==> src/rtl/cache_lookup_ctrl.sv <==
// ---------------------------------------------------------------------------
// cache_lookup_ctrl
//
// Lookup and refill controller for a WAYS-way set-associative cache. One read
// request is handled at a time: the indexed set's valid bits and tags are
// compared against the request tag; on a miss a victim way is chosen, the line
// is fetched over a mem_req/mem_ack handshake, and one-hot write strobes are
// issued to the external valid-bit and tag arrays before responding.
//
// Ports
//   clk, reset            clock, synchronous active-high reset
//   req_valid/req_ready   request handshake (accepted only in IDLE)
//   req_index, req_tag    set index and tag of the request
//   set_index             registered index feeding the array read decoders
//   way_valid, way_tags   contents of the set at set_index (way k tag at
//                         bits [k*TAG_W +: TAG_W])
//   mem_req, mem_addr     line fetch request, address {tag, index}
//   mem_ack               fetch complete (honoured only while fetching)
//   valid_write,tag_write one-hot write enables for the victim way
//   tag_wdata             tag written on refill
//   miss                  refill strobe to the valid-bit storage
//   resp_valid/hit/way    one-cycle response
//
// Every output is either a flop or a decode of flops; no input reaches an
// output combinationally.
// ---------------------------------------------------------------------------
module cache_lookup_ctrl #(
    parameter int WAYS    = 4,
    parameter int INDEX_W = 3,
    parameter int TAG_W   = 8
) (
    input  logic                          clk,
    input  logic                          reset,
    input  logic                          req_valid,
    output logic                          req_ready,
    input  logic [INDEX_W-1:0]            req_index,
    input  logic [TAG_W-1:0]              req_tag,
    output logic [INDEX_W-1:0]            set_index,
    input  logic [WAYS-1:0]               way_valid,
    input  logic [WAYS*TAG_W-1:0]         way_tags,
    output logic                          mem_req,
    output logic [INDEX_W+TAG_W-1:0]      mem_addr,
    input  logic                          mem_ack,
    output logic [WAYS-1:0]               valid_write,
    output logic [WAYS-1:0]               tag_write,
    output logic [TAG_W-1:0]              tag_wdata,
    output logic                          miss,
    output logic                          resp_valid,
    output logic                          resp_hit,
    output logic [$clog2(WAYS)-1:0]       resp_way
);

    localparam int WAY_W = $clog2(WAYS);
    localparam int SETS  = 1 << INDEX_W;

    typedef enum logic [2:0] {
        ST_IDLE,
        ST_LOOKUP,
        ST_FETCH,
        ST_UPDATE,
        ST_RESP
    } state_t;

    state_t               state_q, state_d;
    logic [INDEX_W-1:0]   index_q, index_d;
    logic [TAG_W-1:0]     tag_q, tag_d;
    logic [WAY_W-1:0]     way_q, way_d;        // hit way or victim way
    logic                 hit_q, hit_d;
    logic                 from_rr_q, from_rr_d; // victim came from the pointer

    // Per-set round-robin replacement pointers.
    logic [WAY_W-1:0]     rr_q [SETS];
    logic [WAY_W-1:0]     rr_d [SETS];

    // Tag compare per way.
    logic [WAYS-1:0]      hit_vec;

    genvar gi;
    generate
        for (gi = 0; gi < WAYS; gi++) begin : g_cmp
            assign hit_vec[gi] = way_valid[gi] &&
                                 (way_tags[gi*TAG_W +: TAG_W] == tag_q);
        end
    endgenerate

    // Lowest-index hit and lowest-index invalid way. Scanning downward lets
    // the last assignment win, which is the lowest index. On multiple tag
    // matches this simply picks the lowest matching way.
    logic                 hit_any;
    logic [WAY_W-1:0]     hit_way;
    logic                 inv_any;
    logic [WAY_W-1:0]     inv_way;

    always_comb begin
        hit_any = 1'b0;
        hit_way = '0;
        inv_any = 1'b0;
        inv_way = '0;
        for (int k = WAYS - 1; k >= 0; k--) begin
            if (hit_vec[k]) begin
                hit_any = 1'b1;
                hit_way = WAY_W'(k);
            end
            if (!way_valid[k]) begin
                inv_any = 1'b1;
                inv_way = WAY_W'(k);
            end
        end
    end

    // Next-state and output decode.
    always_comb begin
        state_d     = state_q;
        index_d     = index_q;
        tag_d       = tag_q;
        way_d       = way_q;
        hit_d       = hit_q;
        from_rr_d   = from_rr_q;

        req_ready   = 1'b0;
        mem_req     = 1'b0;
        mem_addr    = '0;
        valid_write = '0;
        tag_write   = '0;
        tag_wdata   = '0;
        miss        = 1'b0;
        resp_valid  = 1'b0;
        resp_hit    = 1'b0;
        resp_way    = '0;

        case (state_q)
            ST_IDLE: begin
                req_ready = 1'b1;
                if (req_valid) begin
                    index_d = req_index;
                    tag_d   = req_tag;
                    state_d = ST_LOOKUP;
                end
            end
            ST_LOOKUP: begin
                if (hit_any) begin
                    way_d   = hit_way;
                    hit_d   = 1'b1;
                    state_d = ST_RESP;
                end else begin
                    hit_d = 1'b0;
                    if (inv_any) begin
                        way_d     = inv_way;
                        from_rr_d = 1'b0;
                    end else begin
                        way_d     = rr_q[index_q];
                        from_rr_d = 1'b1;
                    end
                    state_d = ST_FETCH;
                end
            end
            ST_FETCH: begin
                mem_req  = 1'b1;
                mem_addr = {tag_q, index_q};
                if (mem_ack) begin
                    state_d = ST_UPDATE;
                end
            end
            ST_UPDATE: begin
                valid_write = WAYS'(1) << way_q;
                tag_write   = WAYS'(1) << way_q;
                tag_wdata   = tag_q;
                miss        = 1'b1;
                state_d     = ST_RESP;
            end
            ST_RESP: begin
                resp_valid = 1'b1;
                resp_hit   = hit_q;
                resp_way   = way_q;
                state_d    = ST_IDLE;
            end
            default: begin
                state_d = ST_IDLE;
            end
        endcase
    end

    // The pointer advances only once the refill it chose actually lands, so
    // a fetch abandoned by reset leaves it untouched (reset clears it anyway).
    always_comb begin
        for (int s = 0; s < SETS; s++) begin
            rr_d[s] = rr_q[s];
            if ((state_q == ST_UPDATE) && from_rr_q && (index_q == INDEX_W'(s))) begin
                rr_d[s] = rr_q[s] + 1'b1;
            end
        end
    end

    always_ff @(posedge clk) begin
        if (reset) begin
            state_q   <= ST_IDLE;
            index_q   <= '0;
            tag_q     <= '0;
            way_q     <= '0;
            hit_q     <= 1'b0;
            from_rr_q <= 1'b0;
            for (int s = 0; s < SETS; s++) begin
                rr_q[s] <= '0;
            end
        end else begin
            state_q   <= state_d;
            index_q   <= index_d;
            tag_q     <= tag_d;
            way_q     <= way_d;
            hit_q     <= hit_d;
            from_rr_q <= from_rr_d;
            for (int s = 0; s < SETS; s++) begin
                rr_q[s] <= rr_d[s];
            end
        end
    end

    assign set_index = index_q;

endmodule

==> config.mk <==
export PLATFORM = sky130hd
export DESIGN_NAME = cache_lookup_ctrl
export DESIGN_NICKNAME = d
export VERILOG_FILES = /design/src/rtl/cache_lookup_ctrl.sv
export SDC_FILE = /design/constraint.sdc
export NUM_CORES = 1
export LEC_CHECK = 0
export CAP_MARGIN = 20
export CORE_AREA = 2 2 75 77
export CTS_BUF_LIST = sky130_fd_sc_hd__clkbuf_2
export DETAILED_ROUTE_END_ITERATION = 16
export DIE_AREA = 0 0 77 79
export HOLD_SLACK_MARGIN = 0.05
export PLACE_DENSITY = 0.8
export SKIP_CTS_REPAIR_TIMING = 1
export SLEW_MARGIN = 20
export SYNTH_ARGS = -nofsm -noshare
export SYNTH_HDL_FRONTEND = slang
export SYNTH_SLANG_ARGS = --single-unit
==> constraint.sdc <==
create_clock -name clk -period 2.3 [get_ports clk]
set_clock_uncertainty 0.2 [all_clocks]
set_input_delay 0.46 -clock clk [delete_from_list [all_inputs] [get_ports clk]]
set_output_delay 0.46 -clock clk [all_outputs]
set_load 0.02 [all_outputs]
==> flow_metrics.env <==
export IMPL_use_met2_pct=34.47
export IMPL_synth_edf_count=0
export IMPL_start_util_pct=42.87
export IMPL_netlist_cell_type_count=40
export IMPL_crit_buf_inv=4
export IMPL_gr_total_overflow=0
export IMPL_layout_drive_gt1_share_pct=22.13
export IMPL_syn_cell_area_sq_um=2288
export IMPL_end_kind="primary output"
export IMPL_fin_nets=400
export IMPL_placed_area_sq_um=3159
export IMPL_grt_pass1_vias=1982
export IMPL_finalHoldViolCount=0
export IMPL_critical_path_most_common_cell="buf_6"
export IMPL_path_clk_slew_ns=0.17
export IMPL_cts_sinks=37
export IMPL_crit_family="buffers and inverters"
export IMPL_post_route_period_util_pct=101.7
export IMPL_finalPower_mw=1.312
export IMPL_synth_top_area_cell="dfxtp_1"
export IMPL_clock_path_buffers=2
export IMPL_num_rows=27
export IMPL_setup_viol=10
export IMPL_clk_root_buffer_cell="clkbuf_2"
export IMPL_syn_nets=315
export IMPL_die_area_sq_um=6083
export IMPL_io_buffers=87
export IMPL_drt_iter0_drc=88
export IMPL_io_pins=88
export IMPL_tns_ns=-0.3017
export IMPL_powerDensity_nw_per_um2=397.5
export IMPL_yosysWarnings=0
export IMPL_worst_slew_pin_slew_ns=0.4574
export IMPL_crit_arrival_ns=1.68
export IMPL_first_pass_iters=4
export IMPL_slew_headroom_pct=69.51
export IMPL_outcome="complete, but fails checks"
export IMPL_max_freq_mhz=427.6
export IMPL_n_antenna_cell=0
export IMPL_grt_usage_pct=19.47
export IMPL_via_per_inst=4.960
export IMPL_async_reset_ff_share_pct=0
export IMPL_grt_first_pass_wirelength_um=9390
export IMPL_dominantRegCellSynth="dfxtp_1"
export IMPL_met3_usage_pct=5.341
export IMPL_ant_nets=0
export IMPL_core_area_sq_um=5338
export IMPL_setup_ws_ns=-0.03870
export IMPL_cp_required_ns=1.64
export IMPL_violations="negative setup slack"
export IMPL_startpoint_type="register"
export IMPL_cts_inserted_buffers=5
export IMPL_grt_busiest_layer="met2"
export IMPL_power_leakage_nw=1.511
export IMPL_syn_avg_cell_area_sq_um=8.668
export IMPL_fillers=457
export IMPL_worst_ir_drop_vdd_v=0.0002209
export IMPL_wl_per_cell_um=14.49
export IMPL_period_needed_ns=2.339
export IMPL_synth_seq_cells=37
export IMPL_dp_hpwl_um=4650
export IMPL_dieHeight_um=79
export IMPL_dp_slack_ns=-0.2040
export IMPL_crit_fanout=8
export IMPL_post_synth_top_area_fraction_pct=32.37
export IMPL_drv_cap=0
export IMPL_wl_um=6087
export IMPL_drc=0
export IMPL_seq_area_frac_synth_pct=32.37
export IMPL_rsz0062_at_grt="true"
export IMPL_die_width_um=77
export IMPL_grt_max_degree=37
export IMPL_htreeDepth=2
export IMPL_cpPeakStageDelay_ns=0.40
export IMPL_routabilityCongestion=0.8304
export IMPL_cts_tree="done"
export IMPL_synthCells=264
export IMPL_area_growth_pct=44.23
export IMPL_cp_slowest_cell="dfxtp_4"
export IMPL_maxSlewViolCount=0
export IMPL_path_cells="buf_6, and3b_2, buf_6, buf_6, and2_1, buf_6"
export IMPL_synth_area_leaders="dfxtp_1 (32%), xor2_1 (11%), xnor2_1 (6.5%), nand2_1 (5.9%), and2_1 (5.7%)"
export IMPL_grt_use_met1_pct=23.49
export IMPL_critPathKind="register to primary output"
export IMPL_design_area_sq_um=3301
export IMPL_holdWs_ns=0.3031
export IMPL_vias=2083
export IMPL_insertion_delay_ns=0.36
export IMPL_grt_antenna_before_repair=0
export IMPL_min_path_type="register to register"
==> layout by cell type, fill, tap and decap left out, types with 3 or more instances in the layout <==
cell type         n
clkdlybuf4s50_1  53
nand2_1          35
dfxtp_1          32
xor2_1           28
nor2_1           22
xnor2_1          17
buf_4            16
and2_1           15
a21oi_1          13
buf_6            13
dlymetal6s2s_1   12
clkbuf_2         11
nand3_1          10
and2_4            7
nand4_1           6
mux4_2            4
inv_1             3
nor3b_2           3
nor3_1            3
xor2_2            3
o21ai_0           3
mux2i_1           3
dfxtp_2           3
==> kinds of logic after synthesis <==
family	after synthesis	synth area share, %
xor gates and xnor gates	48	19.36
muxes	7	5.249
DFF	37	32.37
buffers and inverters	27	8.037
AOI/OAI and AO/OA	23	5.905
and+or+nand+nor	122	29.09
==> cells in the mapped netlist (4+ instances only) <==
cell / instances
dfxtp_1: 37
nand2_1: 36
xor2_1: 28
nor2_1: 24
and2_1: 21
xnor2_1: 17
a21oi_1: 13
nand3_1: 10
buf_4: 7
buf_6: 7
clkbuf_1: 7
nand4_1: 6
mux4_2: 4
nor3b_1: 4
==> through the flow <==
step           utilization (%)  std cells
3_3_place_gp             59.19        410
5_1_grt                  61.84        420
3_5_place_dp             59.19        410
4_1_cts                  59.75        416
6_report                 61.84        420
2_1_floorplan                -        264
==> flip-flops by register name, summed over array words and instances, names as in the netlist, named ones only <==
name       cells
hit_q          1
way_q          2
state_q        3
set_index      3
from_rr_q      1
tag_q          8
rr_q          16
==> report_power, final <==
| part | switching, mW | total [mW] | internal (mW) |
|---|---|---|---|
| sequential | 0.0543 | 0.721 | 0.667 |
| combinational | 0.147 | 0.335 | 0.188 |
| clock | 0.194 | 0.256 | 0.0622 |
| total | 0.395 | 1.31 | 0.917 |
==> routing by layer <==
layer	wire [um]	up-vias
met3	350	8
met2	2990	77
met1	2681	966
met5	0	-
met4	64	0
li1	-	1032
==> cell type report <==
class | count | area (sq um) | share of cell area, %
Inverter | 3 | 11.26 | 0.3412
Clock inverter | 1 | 5.005 | 0.1516
Timing Repair Buffer | 102 | 987.2 | 29.91
Clock buffer | 5 | 25.02 | 0.7581
Tap cell | 72 | 90.09 | 2.729
Multi-Input combinational cell | 200 | 1430 | 43.33
Sequential cell | 37 | 752.0 | 22.78
==> worst paths after layout <==
path | endpoint | slack (ns) | depth (start not counted) | startpoint
max | tag_wdata[7] | -0.04 | 6 | state_q[2]$_SDFFE_PP0P_
max reg2reg | rr_q[7][1]$_SDFFE_PP0P_ | 0.15 | 9 | state_q[2]$_SDFFE_PP0P_
min reg2reg | state_q[0]$_SDFFE_PP0P_ | 0.30 | 1 | state_q[0]$_SDFFE_PP0P_
min | state_q[0]$_SDFFE_PP0P_ | 0.30 | 1 | state_q[0]$_SDFFE_PP0P_
Power figures use the tool's default switching activity.
